$ cat src/rtl/bcd_pkg.sv
// Shared widths and the packed BCD result type for the binary-to-BCD converter.
package bcd_pkg;

    localparam int BIN_W   = 8;
    localparam int BCD_W   = 10;
    localparam int DIGIT_W = 4;

    typedef struct packed {
        logic [1:0]         hund;
        logic [DIGIT_W-1:0] tens;
        logic [DIGIT_W-1:0] ones;
    } bcd_t;

endpackage

$ cat src/rtl/bcd_add3.sv
// Double-dabble digit correction: a BCD nibble of 5 or more gets 3 added
// so that the following left shift carries correctly into the next digit.
module bcd_add3
    import bcd_pkg::*;
(
    input  logic [DIGIT_W-1:0] digit,
    output logic [DIGIT_W-1:0] adjusted
);

    assign adjusted = (digit >= 4'd5) ? digit + 4'd3 : digit;

endmodule

$ cat src/rtl/bin_to_bcd.sv
// 8-bit binary to 3-digit packed BCD: unrolled double-dabble feeding a
// result register, one conversion per cycle with single-cycle latency.
module bin_to_bcd
    import bcd_pkg::*;
(
    input  logic             clk,
    input  logic             rst_n,
    input  logic [BIN_W-1:0] BIN,
    input  logic             bin_valid,
    output logic [BCD_W-1:0] BCD,
    output logic             bcd_valid
);

    localparam int SCRATCH_W = BCD_W + BIN_W;

    // Scratch layout: {hund[1:0], tens[3:0], ones[3:0], bin[7:0]}
    logic [SCRATCH_W-1:0] stage [0:BIN_W];
    bcd_t                 result;
    bcd_t                 bcd_q;
    logic                 valid_q;

    assign stage[0] = {{BCD_W{1'b0}}, BIN};

    genvar i;
    generate
        for (i = 0; i < BIN_W; i++) begin : g_dabble
            logic [DIGIT_W-1:0] tens_adj;
            logic [DIGIT_W-1:0] ones_adj;

            bcd_add3 u_tens (
                .digit    (stage[i][15:12]),
                .adjusted (tens_adj)
            );

            bcd_add3 u_ones (
                .digit    (stage[i][11:8]),
                .adjusted (ones_adj)
            );

            // Hundreds never reaches 5, so it shifts through uncorrected;
            // its top bit is always zero before a shift and drops off.
            assign stage[i+1] = {stage[i][16], tens_adj, ones_adj,
                                 stage[i][7:0], 1'b0};
        end
    endgenerate

    assign result = stage[BIN_W][17:8];

    always_ff @(posedge clk) begin
        if (!rst_n) begin
            bcd_q   <= '0;
            valid_q <= 1'b0;
        end else begin
            valid_q <= bin_valid;
            if (bin_valid) begin
                bcd_q <= result;
            end
        end
    end

    assign BCD       = bcd_q;
    assign bcd_valid = valid_q;

endmodule

$ cat config.mk
export PLATFORM = sky130hd
export DESIGN_NAME = bin_to_bcd
export DESIGN_NICKNAME = d
export VERILOG_FILES = /design/src/rtl/bcd_pkg.sv /design/src/rtl/bcd_add3.sv /design/src/rtl/bin_to_bcd.sv
export SDC_FILE = /design/constraint.sdc
export NUM_CORES = 1
export LEC_CHECK = 0
export CORE_ASPECT_RATIO = 1.5
export CORE_MARGIN = 2
export CORE_UTILIZATION = 31
export DETAILED_ROUTE_END_ITERATION = 6
export SETUP_SLACK_MARGIN = 0.05
export SYNTH_ARGS = -nofsm -noshare
export SYNTH_HDL_FRONTEND = slang
export SYNTH_HIERARCHICAL = 1
export SYNTH_SLANG_ARGS = --single-unit
$ cat constraint.sdc
create_clock -name clk -period 9.5 [get_ports clk]
set_clock_uncertainty 0.15 [all_clocks]
set_input_delay 1.425 -clock clk [delete_from_list [all_inputs] [get_ports clk]]
set_output_delay 1.425 -clock clk [all_outputs]
set_load 0.01 [all_outputs]
; After elaboration in Yosys (flattened, before gate mapping)
; Cells that the tools add are included.
[op_classes]
mux = 13
add_sub_neg = 13
n_lt_le_gt_ge = 13
[ops]
columns = op, count
row1 = $ge 4x3->1 const B, 11
row2 = $mux 4, 9
row3 = $add 4x2->4 const B, 8
row4 = $mux 3, 4
row5 = $add 3x2->3 const B, 3
row6 = $add 1x2->3 const B, 2
row7 = $ge 1x3->1 const B, 2
[word_totals]
input_bits = 11
word_cells = 43
reg_bits = 11
out_inout_bits = 11

; Depth between registers and ports, before layout
[logic_depth]
word_depth = 14
mapped_depth = 42

; Hierarchy
; Netlist, hierarchy kept.
[modules_own_cells]
columns = mod, n_inst, area_each_um2, cells_per_inst, seq_area_each_um2
row1 = bcd_add3, 16, 101.3, 16, 0.0
row2 = bin_to_bcd, 1, 409.1, 35, 220.2

; Worst setup path before layout
; OpenSTA, ideal clock, no wires.
[synth_timing]
path_type = input -> register
start = input BIN[6]
end = register bcd_q (netlist bit BCD[2])
cell_stages = 28
slack_ns = 3.870
arrival_time_ns = 5.415
cell_sequence = xnor2_1 inv_1 ha_1 nand2b_1 a21oi_2 xnor2_1 inv_1 ha_1 nand2b_1 a21oi_2 xnor2_1 inv_1 ha_1 nand2b_1 a21oi_2 xnor2_1 inv_1 ha_1 nand2b_1 a21oi_2 xnor2_1 inv_1 ha_1 nand2b_1 a21oi_2 mux2i_1 mux2i_1 nor2b_1
[synth_between]
elab_chain_len = 12
word_cells_on_any_way = 18
[synth_lines]
columns = element, line
row1 = from (decl), bin_to_bcd.sv:8  ; input logic [BIN_W-1:0] BIN,
row2 = $add 4x2->4 / $ge 4x3->1 (equally long branches), bcd_add3.sv:10  ; assign adjusted = (digit >= 4'd5) ? digit + 4'd3 : digit;
row3 = $mux 4 *, bcd_add3.sv:10
row4 = $ge 4x3->1 *, bcd_add3.sv:10
row5 = $mux 4 *, bcd_add3.sv:10
row6 = via g_dabble[3].ones_adj[0], bin_to_bcd.sv:28  ; logic [DIGIT_W-1:0] ones_adj;
row7 = $ge 4x3->1 *, bcd_add3.sv:10
row8 = $mux 4 *, bcd_add3.sv:10
row9 = via g_dabble[4].ones_adj[0], bin_to_bcd.sv:28
row10 = $ge 4x3->1 *, bcd_add3.sv:10
row11 = $mux 4 *, bcd_add3.sv:10
row12 = via g_dabble[5].ones_adj[0], bin_to_bcd.sv:28
row13 = $ge 4x3->1 *, bcd_add3.sv:10
row14 = $mux 4 *, bcd_add3.sv:10
row15 = via g_dabble[6].ones_adj[0], bin_to_bcd.sv:28
row16 = $add 4x2->4 / $ge 4x3->1 (equally long branches), bcd_add3.sv:10
row17 = $mux 4 *, bcd_add3.sv:10
row18 = via g_dabble[7].ones_adj[1], bin_to_bcd.sv:28
row19 = to (signal assigned), bin_to_bcd.sv:56  ; bcd_q <= result;
row20 = to (decl), bin_to_bcd.sv:19  ; bcd_t bcd_q;
; The timed path passes the listed nets; every way through them passes the cells marked *.
; A chain may end at the register's enable or synchronous reset.

; Worst setup path in the final report
[layout_timing]
start = input BIN[6]
end = register bcd_q (netlist bit BCD[2])
[layout_between]
elab_chain_len = 12
word_cells_on_any_way = 18
[layout_lines]
columns = element, line
row1 = $add 4x2->4 / $ge 4x3->1 (equally long branches), bcd_add3.sv:10
row2 = $mux 4 *, bcd_add3.sv:10
row3 = via g_dabble[2].ones_adj[0], bin_to_bcd.sv:28
row4 = $ge 4x3->1 *, bcd_add3.sv:10
row5 = $mux 4 *, bcd_add3.sv:10
row6 = via g_dabble[3].ones_adj[0], bin_to_bcd.sv:28
row7 = $ge 4x3->1 *, bcd_add3.sv:10
row8 = $mux 4 *, bcd_add3.sv:10
row9 = via g_dabble[4].ones_adj[0], bin_to_bcd.sv:28
row10 = (+1 left out), n/a
row11 = $mux 4 *, bcd_add3.sv:10
row12 = via g_dabble[5].ones_adj[0], bin_to_bcd.sv:28
row13 = $ge 4x3->1 *, bcd_add3.sv:10
row14 = $mux 4 *, bcd_add3.sv:10
row15 = via g_dabble[6].ones_adj[0], bin_to_bcd.sv:28
row16 = $add 4x2->4 / $ge 4x3->1 (equally long branches), bcd_add3.sv:10
row17 = $mux 4 *, bcd_add3.sv:10
row18 = via g_dabble[7].ones_adj[1], bin_to_bcd.sv:28
; Marked as above.

==> run_results.csv <==
group,metric,value,unit
timing,setup_slack,3159,ps
worst_setup_path,worstPathRequired,9520,ps
floorplan,num_rows,35,
synth,synth_warnings,6,
timing,slew_viol_final,0,
floorplan,die-area,0.006820,mm²
floorplan,initial_core_util,0.3161,
route,via_count,1630,
final_layout,final_layout_size_suffix_gt1_frac,0.06410,
min_path,hold_class,"flop to flop",
worst_setup_path,crit_slowest_cell,"clkdlybuf4s50_1",
timing,max_slew_margin,0.5901,
synth,synthesis.area,0.001911,mm²
run_status,status,"completed",
worst_setup_path,r2r_cells,2,
clock_tree,post_cts.repair.setup_buffers,0,
route,drt-met1-wl,1.263,mm
global_route,grt_pass1_wl,5.533,mm
timing,setup_viol,0,
route,wl_per_cell,7.756,µm
floorplan,fp.dieH,100.2,µm
route,drt_iter0_drc,13,
clock_tree,cts_num_sinks,11,
worst_setup_path,crit_type,"primary input to flop",
route,routed.top_layer,"met4",
global_route,track_usage,0.09630,
synth,syn_area_per_cell,7.156,µm²
clock_tree,clk-insertion-delay-late,230,ps
floorplan,core_area,0.006043,mm²
worst_setup_path,arrival,6360,ps
run,drv_cap,0,
timing,tns,0,ps
timing,rsz0062_at_grt,"no",
route,ant_nets,0,
route,drt_wl_total,2.994,mm
clock_tree,ctsRootBufferMaster,"clkbuf_8",
route,via_per_inst,4.223,
timing,fmax,157.7,MHz
worst_setup_path,crit_fanout,4,
timing,finalHoldViolations,0,
timing,layout_min_cycle_time,6341,ps
min_path,min_path_cells,2,
route,drc,0,
global_route,grt_start_max_net_pins,12,
final_layout,final_nets,356,
clock_tree,cts_hold_buf,0,
timing,tightest_slew,612.9,ps
worst_setup_path,startpoint_type,"primary input",
placement,io_buffers,21,
clock_tree,path_clk_slew,50,ps
placement,dp_hpwl,2.601,mm
clock_tree,cts_buffers,3,
final_layout,layout_common_cells,"nand2_1 (58), inv_1 (32), ha_1 (32), mux2i_1 (26), nand2b_1 (26)",
clock_tree,clockBufferDepth,2,
floorplan,io_pins,22,
route,wl_met2,1.658,mm
final_layout,area_growth,21.74,%
clock_tree,cts_tree,"built",
route,firstDrtPassIters,4,
floorplan,fp.dieW,68.10,µm
placement,gp_congestion,0.7007,
synth,syn-instance-count,267,
timing,holdWs,363.3,ps
global_route,antenna_found_initial,0,
final_layout,diodes,0,
worst_setup_path,crit_path_end_kind,"flop",
route,wl_met3,63,µm
clock_tree,cts_resized,0,
worst_setup_path,cp_slowest_stage_delay,530,ps
clock_tree,h-tree-depth,1,
global_route,overflow,0,
placement,dp_slack,2912,ps
final_layout,layout_commonest_cell,"nand2_1",
global_route,grt_pass1_vias,1533,
timing,fin_crit_sh,0.6675,
==> registers in the layout (all words and copies together) (netlist names) <==
register and flops:
BCD 10, bcd_valid 1
==> layer usage <==
layer,up-vias,track usage
met3,2,0.01009
met1,707,0.09766
met5,-,0
met2,10,0.2009
li1,911,-
met4,0,0.01385
==> stage by stage <==
stage,utilization,instance area (µm²),instances
detailed placement,0.3774,2281,382
global placement,0.3774,2281,382
finish,0.3849,2326,386
global route,0.3849,2326,386
floorplan,-,1993,289
CTS,0.3849,2326,386
==> cell type report <==
class	instances	area, µm²
clock buffer	4	45.04
fill	646	3717
inverter	32	120.1
multi-input combinational	244	1638
sequential	11	220.2
tap	74	92.59
timing repair buffer	21	210.2
==> final timing paths <==
path	start	end	slack (ps)
max	BIN[6]	BCD[2]	3160
min	BCD[0]	BCD[0]	360
min reg2reg	BCD[0]	BCD[0]	360
max reg2reg	BCD[5]	BCD[5]	8710
==> worst max-delay path, delay by kind of cell <==
kind                       cells  cell delay, ps
xor gates and xnor gates       5             780
AOI/OAI and AO/OA              5             990
and+or+nand+nor                6             950
muxes                          2             290
adders and majority gates      5             880
buffers and inverters          6            1040
Power is not shown: default switching activity piles up to over one toggle a cycle in this logic, so the estimate is an artifact.
